**src/rtl/mc_pkg.sv**
```systemverilog
// Shared definitions for the multicycle sequencer: FSM state encoding,
// instruction op classes, the opcode constants recognised by the datapath
// and a helper that maps an opcode onto its op class.
package mc_pkg;

  // State encoding is exported on the debug port, so the values are fixed.
  typedef enum logic [2:0] {
    S_IDLE   = 3'd0,
    S_FETCH  = 3'd1,
    S_DECODE = 3'd2,
    S_EXEC   = 3'd3,
    S_MEM    = 3'd4,
    S_WB     = 3'd5,
    S_FAULT  = 3'd6
  } state_t;

  typedef enum logic [2:0] {
    C_NOP   = 3'd0,
    C_ALU   = 3'd1,
    C_SWAP  = 3'd2,
    C_LOAD  = 3'd3,
    C_STORE = 3'd4,
    C_BR    = 3'd5,
    C_JMP   = 3'd6
  } opclass_t;

  localparam logic [6:0] OP_R    = 7'b0110011;
  localparam logic [6:0] OP_IMM  = 7'b0010011;
  localparam logic [6:0] OP_LUI  = 7'b0110111;
  localparam logic [6:0] OP_SWAP = 7'b1010100;
  localparam logic [6:0] OP_LW   = 7'b0000011;
  localparam logic [6:0] OP_LWI  = 7'b0000111;
  localparam logic [6:0] OP_SW   = 7'b0100011;
  localparam logic [6:0] OP_SS   = 7'b0100111;
  localparam logic [6:0] OP_BR   = 7'b1100011;
  localparam logic [6:0] OP_JMP  = 7'b1101111;

  // Anything not recognised, including an all-zero word, is treated as a NOP
  // so that garbage in the instruction register simply advances the PC.
  function automatic opclass_t decode_op(input logic [6:0] op);
    opclass_t cls;
    case (op)
      OP_R, OP_IMM, OP_LUI: cls = C_ALU;
      OP_SWAP:              cls = C_SWAP;
      OP_LW, OP_LWI:        cls = C_LOAD;
      OP_SW, OP_SS:         cls = C_STORE;
      OP_BR:                cls = C_BR;
      OP_JMP:               cls = C_JMP;
      default:              cls = C_NOP;
    endcase
    return cls;
  endfunction

endpackage

```
**src/rtl/mem_wait_timer.sv**
```systemverilog
// Counts consecutive requested-but-unacknowledged memory cycles and flags
// the cycle in which the TIMEOUT-th such cycle also goes unacknowledged.
// Ports:
//   clk     - system clock
//   rst     - asynchronous active-high reset
//   clr     - hold the count at zero (asserted while no access is pending)
//   req     - memory request active this cycle
//   ack     - memory acknowledge this cycle
//   expired - combinational: this is the TIMEOUT-th un-acked request cycle
module mem_wait_timer #(
  parameter int TIMEOUT = 16
) (
  input  logic clk,
  input  logic rst,
  input  logic clr,
  input  logic req,
  input  logic ack,
  output logic expired
);

  localparam int CW = (TIMEOUT < 2) ? 1 : $clog2(TIMEOUT);
  localparam logic [CW-1:0] LAST = CW'(TIMEOUT - 1);

  logic [CW-1:0] r_count;

  // The count holds the number of un-acked cycles already seen, so the
  // final allowed cycle is the one where it equals TIMEOUT-1. An ack in
  // that cycle still wins; only an un-acked final cycle expires.
  always_ff @(posedge clk or posedge rst) begin
    if (rst) begin
      r_count <= '0;
    end else if (clr || (req && ack)) begin
      r_count <= '0;
    end else if (req && (r_count != LAST)) begin
      r_count <= r_count + CW'(1);
    end
  end

  assign expired = req && !ack && (r_count == LAST);

endmodule

```
**src/rtl/multicycle_ctrl.sv**
```systemverilog
// Multicycle sequencer for the RV32-subset datapath. Walks each instruction
// through FETCH/DECODE/EXEC/MEM/WB, shares one memory port between
// instruction and data accesses, traps stalled accesses into a sticky FAULT
// state, counts retired instructions and stops at instruction boundaries
// when halt is requested.
// Ports:
//   clk, rst      - clock, asynchronous active-high reset
//   opcode        - inst[6:0] from the instruction register
//   halt          - stop at the next instruction boundary
//   mem_ack       - memory completion (may coincide with mem_req)
//   takebranch    - ALU branch outcome, valid in EXEC
//   ir_we, pc_we  - instruction register / PC load strobes
//   pc_src        - 0: PC+4, 1: branch/jump target
//   reg_we(2)     - register-file write ports (second one for swap)
//   mem_req/sel/we- shared memory port request, address select, write
//   busy, fault   - activity and sticky timeout status
//   state         - current state encoding for debug
//   instret       - retired-instruction counter
module multicycle_ctrl
  import mc_pkg::*;
#(
  parameter int TIMEOUT = 16,
  parameter int CNT_W   = 32
) (
  input  logic             clk,
  input  logic             rst,
  input  logic [6:0]       opcode,
  input  logic             halt,
  input  logic             mem_ack,
  output logic             ir_we,
  output logic             pc_we,
  output logic             pc_src,
  input  logic             takebranch,
  output logic             reg_we,
  output logic             reg_we2,
  output logic             mem_req,
  output logic             mem_sel,
  output logic             mem_we,
  output logic             busy,
  output logic             fault,
  output logic [2:0]       state,
  output logic [CNT_W-1:0] instret
);

  state_t           r_state;
  opclass_t         r_class;
  logic [CNT_W-1:0] r_instret;

  state_t w_next;
  logic   w_retire;
  logic   w_irWe, w_pcWe, w_pcSrc, w_regWe, w_regWe2;
  logic   w_memReq, w_memSel, w_memWe;
  logic   w_expired;
  logic   w_timerClr;

  // The wait counter is held clear whenever no access is in flight, which
  // guarantees it starts from zero on every entry to FETCH or MEM.
  assign w_timerClr = (r_state != S_FETCH) && (r_state != S_MEM);

  mem_wait_timer #(
    .TIMEOUT (TIMEOUT)
  ) u_timer (
    .clk     (clk),
    .rst     (rst),
    .clr     (w_timerClr),
    .req     (w_memReq),
    .ack     (mem_ack),
    .expired (w_expired)
  );

  // Strobes are decoded from the registered state and op class plus the
  // live ack/branch inputs, so they drop to zero the instant reset forces
  // the state back to IDLE.
  always_comb begin
    w_next   = r_state;
    w_retire = 1'b0;
    w_irWe   = 1'b0;
    w_pcWe   = 1'b0;
    w_pcSrc  = 1'b0;
    w_regWe  = 1'b0;
    w_regWe2 = 1'b0;
    w_memReq = 1'b0;
    w_memSel = 1'b0;
    w_memWe  = 1'b0;

    case (r_state)
      S_IDLE: begin
        if (!halt) w_next = S_FETCH;
      end
      S_FETCH: begin
        w_memReq = 1'b1;
        if (mem_ack) begin
          w_irWe = 1'b1;
          w_next = S_DECODE;
        end else if (w_expired) begin
          w_next = S_FAULT;
        end
      end
      S_DECODE: begin
        w_next = S_EXEC;
      end
      S_EXEC: begin
        case (r_class)
          C_BR: begin
            w_pcWe   = 1'b1;
            w_pcSrc  = takebranch;
            w_retire = 1'b1;
          end
          C_JMP: begin
            w_pcWe   = 1'b1;
            w_pcSrc  = 1'b1;
            w_retire = 1'b1;
          end
          C_ALU, C_SWAP:   w_next = S_WB;
          C_LOAD, C_STORE: w_next = S_MEM;
          default: begin
            w_pcWe   = 1'b1;
            w_retire = 1'b1;
          end
        endcase
      end
      S_MEM: begin
        w_memReq = 1'b1;
        w_memSel = 1'b1;
        w_memWe  = (r_class == C_STORE);
        if (mem_ack) begin
          if (r_class == C_STORE) begin
            w_pcWe   = 1'b1;
            w_retire = 1'b1;
          end else begin
            w_next = S_WB;
          end
        end else if (w_expired) begin
          w_next = S_FAULT;
        end
      end
      S_WB: begin
        w_regWe  = 1'b1;
        w_regWe2 = (r_class == C_SWAP);
        w_pcWe   = 1'b1;
        w_retire = 1'b1;
      end
      S_FAULT: begin
        w_next = S_FAULT;
      end
      default: begin
        w_next = S_IDLE;
      end
    endcase

    // Every retiring path funnels through here so halt is honoured only at
    // instruction boundaries.
    if (w_retire) w_next = halt ? S_IDLE : S_FETCH;
  end

  // State, latched op class and retire counter.
  always_ff @(posedge clk or posedge rst) begin
    if (rst) begin
      r_state   <= S_IDLE;
      r_class   <= C_NOP;
      r_instret <= '0;
    end else begin
      r_state <= w_next;
      if (r_state == S_DECODE) r_class <= decode_op(opcode);
      if (w_retire) r_instret <= r_instret + CNT_W'(1);
    end
  end

  assign ir_we   = w_irWe;
  assign pc_we   = w_pcWe;
  assign pc_src  = w_pcSrc;
  assign reg_we  = w_regWe;
  assign reg_we2 = w_regWe2;
  assign mem_req = w_memReq;
  assign mem_sel = w_memSel;
  assign mem_we  = w_memWe;
  assign busy    = (r_state != S_IDLE) && (r_state != S_FAULT);
  assign fault   = (r_state == S_FAULT);
  assign state   = r_state;
  assign instret = r_instret;

endmodule

```
**config.mk**
```make
export PLATFORM = sky130hd
export DESIGN_NAME = multicycle_ctrl
export DESIGN_NICKNAME = d
export VERILOG_FILES = /design/src/rtl/mc_pkg.sv /design/src/rtl/mem_wait_timer.sv /design/src/rtl/multicycle_ctrl.sv
export SDC_FILE = /design/constraint.sdc
export NUM_CORES = 1
export LEC_CHECK = 0
export CAP_MARGIN = 40
export CORE_ASPECT_RATIO = 1.75
export CORE_MARGIN = 2
export CORE_UTILIZATION = 49
export DETAILED_ROUTE_END_ITERATION = 8
export GPL_TIMING_DRIVEN = 0
export PLACE_DENSITY = 0.88
export SLEW_MARGIN = 40
export SYNTH_ARGS = -nofsm -noshare
export SYNTH_HDL_FRONTEND = slang
export SYNTH_HIERARCHICAL = 1
export SYNTH_SLANG_ARGS = --single-unit
```
**constraint.sdc**
```tcl
create_clock -name clk -period 2.95 [get_ports clk]
set_input_delay 0.295 -clock clk [delete_from_list [all_inputs] [get_ports clk]]
set_output_delay 0.295 -clock clk [all_outputs]
set_load 0.01 [all_outputs]
```
==> results of run 1 <==
==> critical path, stage by stage, from the launching register on <==
cell and delay, ps:
dfrtp_1 380, clkbuf_1 330, nand2b_1 240, o31a_4 430
nand2_2 180, clkdlybuf4s50_1 580
==> registers in the layout, indices dropped and copies added, names as in the netlist <==
name	flops
state	3
u_timer/r_count	4
r_class	3
instret	32
==> power groups by stage <==
stage / sequential [mW] / combinational (mW) / clock [mW]
CTS: 0.741 / 0.728 / 0.463
finish: 0.742 / 0.732 / 0.458
detailed placement: 0.750 / 0.723 / 0
global placement: 0.747 / 0.699 / 0
floorplan: 0.752 / 0.414 / 0
global route: 0.753 / 0.805 / 0.482
==> synth_stat cells, drive strengths merged <==
cell type  count  area, µm²
a211oi         2       15.0
a21o           2       16.3
a21oi         12       75.1
a22o           1       8.76
a31oi          1       6.26
and2           2       12.5
and3          12       80.1
and4           6       52.6
buf            3       21.3
clkbuf         4       15.0
dfrtp         42       1050
ha             2       25.0
inv            6       22.5
mux2           1       11.3
mux2i          1       10.0
nand2         12       45.0
nand2b         5       31.3
nand3         12       60.1
nand3b         5       37.5
nand4         15        106
nand4b         1       8.76
nor2           9       33.8
nor2b          3       18.8
nor3           6       30.0
nor4           1       6.26
o211ai         3       22.5
o21a           1       7.51
o21ai          5       25.0
o22ai          2       12.5
o311ai         1       8.76
o31a           1       17.5
o31ai          2       15.0
or3            2       12.5
or3b           1       11.3
xnor2         26        228
xor2           8       70.1
==> worst min path at each step <==
stage / startpoint / to / slack [ps] / depth (start not counted)
CTS: rst / u_timer/r_count[0]$_DFFE_PP0P_ / 230 / 2
global route: rst / u_timer/r_count[2]$_DFFE_PP0P_ / 260 / 2
detailed placement: instret[14]$_DFFE_PP0P_ / instret[14]$_DFFE_PP0P_ / 480 / 1
floorplan: rst / u_timer/r_count[0]$_DFFE_PP0P_ / 60 / 1
finish: rst / u_timer/r_count[1]$_DFFE_PP0P_ / 230 / 2
global placement: instret[31]$_DFFE_PP0P_ / instret[31]$_DFFE_PP0P_ / 460 / 1
==> repair_timing <==
action | 4_1_cts | 5_1_grt
gates resized for setup | 0 | 1
setup endpoints to repair | 0 | 1
setup buffers | 0 | 1
==> layer usage <==
| layer | vias to the layer above | wire length [µm] |
|---|---|---|
| li1 | 916 | - |
| met1 | 908 | 2020 |
| met2 | 51 | 2830 |
| met3 | 10 | 205 |
| met4 | 0 | 119 |
| met5 | - | 0 |
==> area by class of cell <==
class                      count  area, µm²
buffer                         7       36.3
tap                           51       63.8
clock buffer                   6       72.6
fill                         343       1400
multi-input combinational    163       1120
inverter                       6       22.5
timing repair buffer          58        596
clock inverter                 2       37.5
sequential                    42       1050
==> logic make-up after synthesis <==
logic type / Yosys count / synth area share [%]
flip-flops: 42 / 47.1
multiplexers: 2 / 0.953
adder cells (fa/ha/maj): 2 / 1.12
XOR/XNOR: 34 / 13.3
buffers and inverters: 13 / 2.64
AND/OR/NAND/NOR: 92 / 24.5
AO/OA/AOI/OAI: 33 / 10.3
==> stage by stage <==
step           hold WS (ps)  worst slack, ps
2_1_floorplan          61.1              586
3_3_place_gp            461              413
3_5_place_dp            485              366
4_1_cts                 226             19.1
5_1_grt                 256             14.6
6_report                230              227
==> results by group, run 1 <==
GRT
  – Global route hottest layer: met2
  – Met3 usage: 3.99%
  – M1 GR Usage: 26.9%
  – Antenna violations before repair: 0
  – GRT Resource Usage Total: between 20% and 30%
  – First-pass GRT wire length: 8660 µm
  – GR Util met2: 38.2%
  – Congestion Overflow GR: 0
  – Vias in the first global route: 1,854
  – Pin count of the biggest net entering global routing: 25

Logic synthesis
  – Cell count after synthesis: about 220
  – Synth cell types: 43
  – Synth warn: 6
  – Syn_nets: 232
  – Avg Synthesized Cell Area: 10.2 µm²
  – Synthesized area: 2230 µm²
  – Sequential fraction of the synthesis area: 47.1%
  – Flops & latches, synth: 42

Worst hold path
  – Worst hold path type: in2async

Detailed routing
  – Vias post-DR: 1,885
  – DRC Markers: 0
  – Final wirelength: 5180 µm
  – Wire length per cell: 15.5 µm
  – Final ANT Viol Nets: 0
  – DR vias/cell: 5.63
  – Pre-antenna DRT Iters: 4
  – 1st-iter DRT viols: 24

Power
  – Switch share: 35.2%
  – Clk pwr share: 23.7%
  – Static Leakage: 1.27 nW
  – Pwr dens: 644 nW/µm²
  – Sequential share of power: 38.4%
  – Total power: 1.93 mW
  – Worst VDD drop: 632 µV
  – Int Pwr: 1.25 mW
  – Logic pwr share: 37.9%
  – P_sw: between 0.6 and 0.7 mW

Placed design
  – Number of port buffers: 56
  – RePlAce Congestion: 0.835
  – Placed Instances: 326
  – Detailed placement HPWL: between 3000 and 4000 µm
  – Placed Area: 2880 µm²

Clock network
  – Clock Latency Late Sink: 300 ps
  – Clock transition at path regs: about 80 ps
  – H-tree depth: 2
  – Root buf cell: clkbuf_8
  – Hold buffers post-CTS: 0
  – Inserted Clock Buffers: 5
  – CTS tree: yes
  – Clock Path Buffers: 2
  – CTS sink count: 42

Timing
  – Final Max Tran Viols: 0
  – Setup TNS: 0 ps
  – Period utilisation layout: 92.3%
  – Fin crit period: 2720 ps
  – Slew headroom: between 60% and 70%
  – Worst slew pin tran: 577 ps
  – RSZ-0062 raised after global routing: no
  – Final Hold Viols: 0
  – Final number of setup-violating endpoints: 0
  – Worst clock skew: around 14 ps
  – F_max: between 0.3 and 0.4 GHz

Worst setup path
  – Worst Reg-to-Reg Cells: 10
  – Critical Path Sink: pc_we
  – Flop2flop setup slack: 290 ps
  – Worst Setup SP: state[2]$_DFFE_PP0P_
  – CP Max Fanout: 9
  – WS Path Type: reg2out
  – Crit start category: flop
  – Crit Reg-Reg Endpoint: state[0]$_DFFE_PP0P_
  – Setup crit end kind: output port
  – Reg-to-reg startpoint: state[2]$_DFFE_PP0P_
  – Worst Path Required: 2650 ps
  – Worst path arrival time: around 2400 ps

Status
  – Status: completed

Final layout
  – Finished Cell Area: 3000 µm²
  – N_diodes: 0
  – Final core occ: around two thirds
  – Nets: 297
  – Commonest non-fill, non-tap cells in the layout: clkdlybuf4s50_1, dfrtp_1, xnor2_1, nand4_1, nand3_1
  – Final Instance Count excl. Fillers: 335
  – Share of cells above drive strength 1: 8.45%
  – Most common cell after layout, fill and taps aside: clkdlybuf4s50_1
  – Synth-to-Final Area Change: 34.6%

Die
  – DIE HEIGHT: approximately 93 µm
  – Row count: 32
  – I/O Pins: 57
  – CORE AREA: between 4000 and 5000 µm²
  – Die width: 55.0 µm
  – Effective utilization at floorplan: 50.7%
  – Die ar.: around 5100 µm²

Flow run
  – Max_cap viols: 0
No activity file was read; power rests on OpenSTA's default activity.
==> run 2, diff against run 1 <==
--- a/config.mk
+++ b/config.mk
@@ -7,7 +7,7 @@
 export LEC_CHECK = 0
 export CAP_MARGIN = 40
 export CORE_ASPECT_RATIO = 1.75
-export CORE_MARGIN = 2
+export CORE_MARGIN = 1
 export CORE_UTILIZATION = 49
 export DETAILED_ROUTE_END_ITERATION = 8
 export GPL_TIMING_DRIVEN = 0
==> results by group, run 2 (synthesized netlist as in run 1, its figures left out) <==
Final layout
  – Synth-to-Final Area Change: 35.2%
  – Share of cells above drive strength 1: roughly 8.9%
  – N_diodes: 0
  – Nets: 295
  – Largest register FFs: 32
  – Final Instance Count excl. Fillers: 333
  – Most common cell after layout, fill and taps aside: clkdlybuf4s50_1
  – Commonest non-fill, non-tap cells in the layout: clkdlybuf4s50_1, dfrtp_1, xnor2_1, nand4_1, nand3_1
  – Fillers: 359

Clock network
  – H-tree depth: 2
  – Clock Latency Late Sink: 300 ps
  – Inserted Clock Buffers: 5
  – Root buf cell: clkbuf_8
  – Clock transition at path regs: about 80 ps
  – CTS tree: yes
  – Clock Path Buffers: 2
  – CTS sink count: 42

Placed design
  – Placed Instances: between 300 and 400
  – Post-place setup slack: 352 ps
  – RePlAce Congestion: 0.762
  – Number of port buffers: 56
  – Detailed placement HPWL: 3690 µm

Worst setup path
  – Worst Setup SP: state[0]$_DFFE_PP0P_
  – Crit Reg-Reg Endpoint: state[0]$_DFFE_PP0P_
  – Worst Path Required: roughly 2700 ps
  – Flop2flop setup slack: 480 ps
  – Crit start category: flop
  – CP Max Fanout: 10
  – Setup crit end kind: output port
  – WS Path Type: reg2out
  – Worst Reg-to-Reg Cells: 10
  – Worst path arrival time: 2430 ps
  – Reg-to-reg startpoint: state[0]$_DFFE_PP0P_

Die
  – Row count: 32
  – Die ar.: 4840 µm²
  – I/O Pins: 57
  – CORE AREA: 4400 µm²
  – Die width: ~53 µm
  – DIE HEIGHT: approximately 91 µm
  – Effective utilization at floorplan: 50.7%

GRT
  – Antenna violations before repair: 0
  – Vias in the first global route: 1,920
  – First-pass GRT wire length: 8450 µm
  – Congestion Overflow GR: 0
  – GRT Resource Usage Total: 23.5%
  – Pin count of the biggest net entering global routing: 27

Timing
  – Worst slew pin tran: 631 ps
  – Fin crit period: 2720 ps
  – Final Hold Viols: 0
  – Period utilisation layout: 92.3%
  – Worst clock skew: slightly below 5 ps
  – Final Max Tran Viols: 0
  – Slew headroom: around 58%
  – Setup TNS: 0 ps
  – F_max: 0.367 GHz
  – RSZ-0062 raised after global routing: no
  – Final worst slack: 226 ps
  – Final number of setup-violating endpoints: 0

Status
  – Status: completed

Detailed routing
  – Vias post-DR: 1,898
  – 1st-iter DRT viols: 14
  – Final wirelength: 5010 µm
  – Wire length per cell: 15.0 µm
  – DRC Markers: 0
  – Pre-antenna DRT Iters: 4
  – Final ANT Viol Nets: 0
  – DR vias/cell: ~5.7

Power
  – Static Leakage: 1.28 nW
  – Worst VDD drop: 573 µV
  – Pwr dens: between 600 and 700 nW/µm²

Worst hold path
  – Worst hold path type: in2async

Flow run
  – Max_cap viols: 0
-- run 2: power breakdown --
part           switching, mW  internal [mW]
Sequential            0.0982          0.650
Combinational          0.374          0.342
Clock                  0.209          0.339
Total                  0.681           1.33
-- run 2: worst max-delay path: stages, from the launching register on --
cell and delay (ps):
dfrtp_1 360, clkbuf_1 290, nor2b_1 310, o211ai_1 320, nand2_2 280, clkdlybuf4s50_1 570
-- run 2: worst max path at each step --
stage                     slack [ps]              endpoint  cells after the start
final                            230                 pc_we                      5
after global routing              80                 pc_we                      5
after detailed placement         350  state[0]$_DFFE_PP0P_                     10
after CTS                        140                 pc_we                      5
after floorplan                  590  state[0]$_DFFE_PP0P_                     10
after global placement           380  state[0]$_DFFE_PP0P_                     10
-- run 2: cell type report --
cell class                 count  area [µm²]  share of cell area [%]
tap                           51        63.8                    2.12
timing repair buffer          57         581                    19.3
clock buffer                   5        68.8                    2.28
multi-input combinational    163        1130                    37.4
buffer                         6        32.5                    1.08
inverter                       6        22.5                   0.747
clock inverter                 3        68.8                    2.28
sequential                    42        1050                    34.9
-- run 2: routing by layer --
| layer | global-route usage, % | up-vias | wire, µm |
|---|---|---|---|
| met5 | 0 | - | 0 |
| met4 | 9.87 | 0 | 88 |
| met3 | 4.36 | 7 | 180 |
| met2 | 43.4 | 59 | 2870 |
| met1 | 24.1 | 919 | 1870 |
| li1 | - | 913 | - |
-- run 2: timing repair --
| action | in CTS | in global routing |
|---|---|---|
| setup buffers | 0 | 0 |
| endpoints found under the setup margin | 0 | 2 |
| hold buffers | 0 | 0 |
| gates resized for setup | 0 | 2 |
| hold endpoints to repair | 0 | 0 |
-- run 2: through the flow --
| stage | cell area, µm² | hold slack [ps] | total power, mW | util, % |
|---|---|---|---|---|
| 3_5_place_dp | 2880 | 466 | 1.47 | 65.3 |
| 2_1_floorplan | 2230 | 61.1 | 1.17 | - |
| 4_1_cts | 3010 | 238 | 2.02 | 68.4 |
| 5_1_grt | 3020 | 259 | 2.12 | 68.5 |
| 6_report | 3020 | 233 | 2.01 | 68.5 |
| 3_3_place_gp | 2860 | 460 | 1.45 | 64.8 |
==> run 3, diff against run 2 <==
--- a/config.mk
+++ b/config.mk
@@ -7,9 +7,10 @@
 export LEC_CHECK = 0
 export CAP_MARGIN = 40
 export CORE_ASPECT_RATIO = 1.75
-export CORE_MARGIN = 1
+export CORE_MARGIN = 2
 export CORE_UTILIZATION = 49
 export DETAILED_ROUTE_END_ITERATION = 8
+export GPL_ROUTABILITY_DRIVEN = 1
 export GPL_TIMING_DRIVEN = 0
 export PLACE_DENSITY = 0.88
 export SLEW_MARGIN = 40
==> results of run 3 <==
Same layout as run 1: the final DEF is identical, and so are final timing and power.
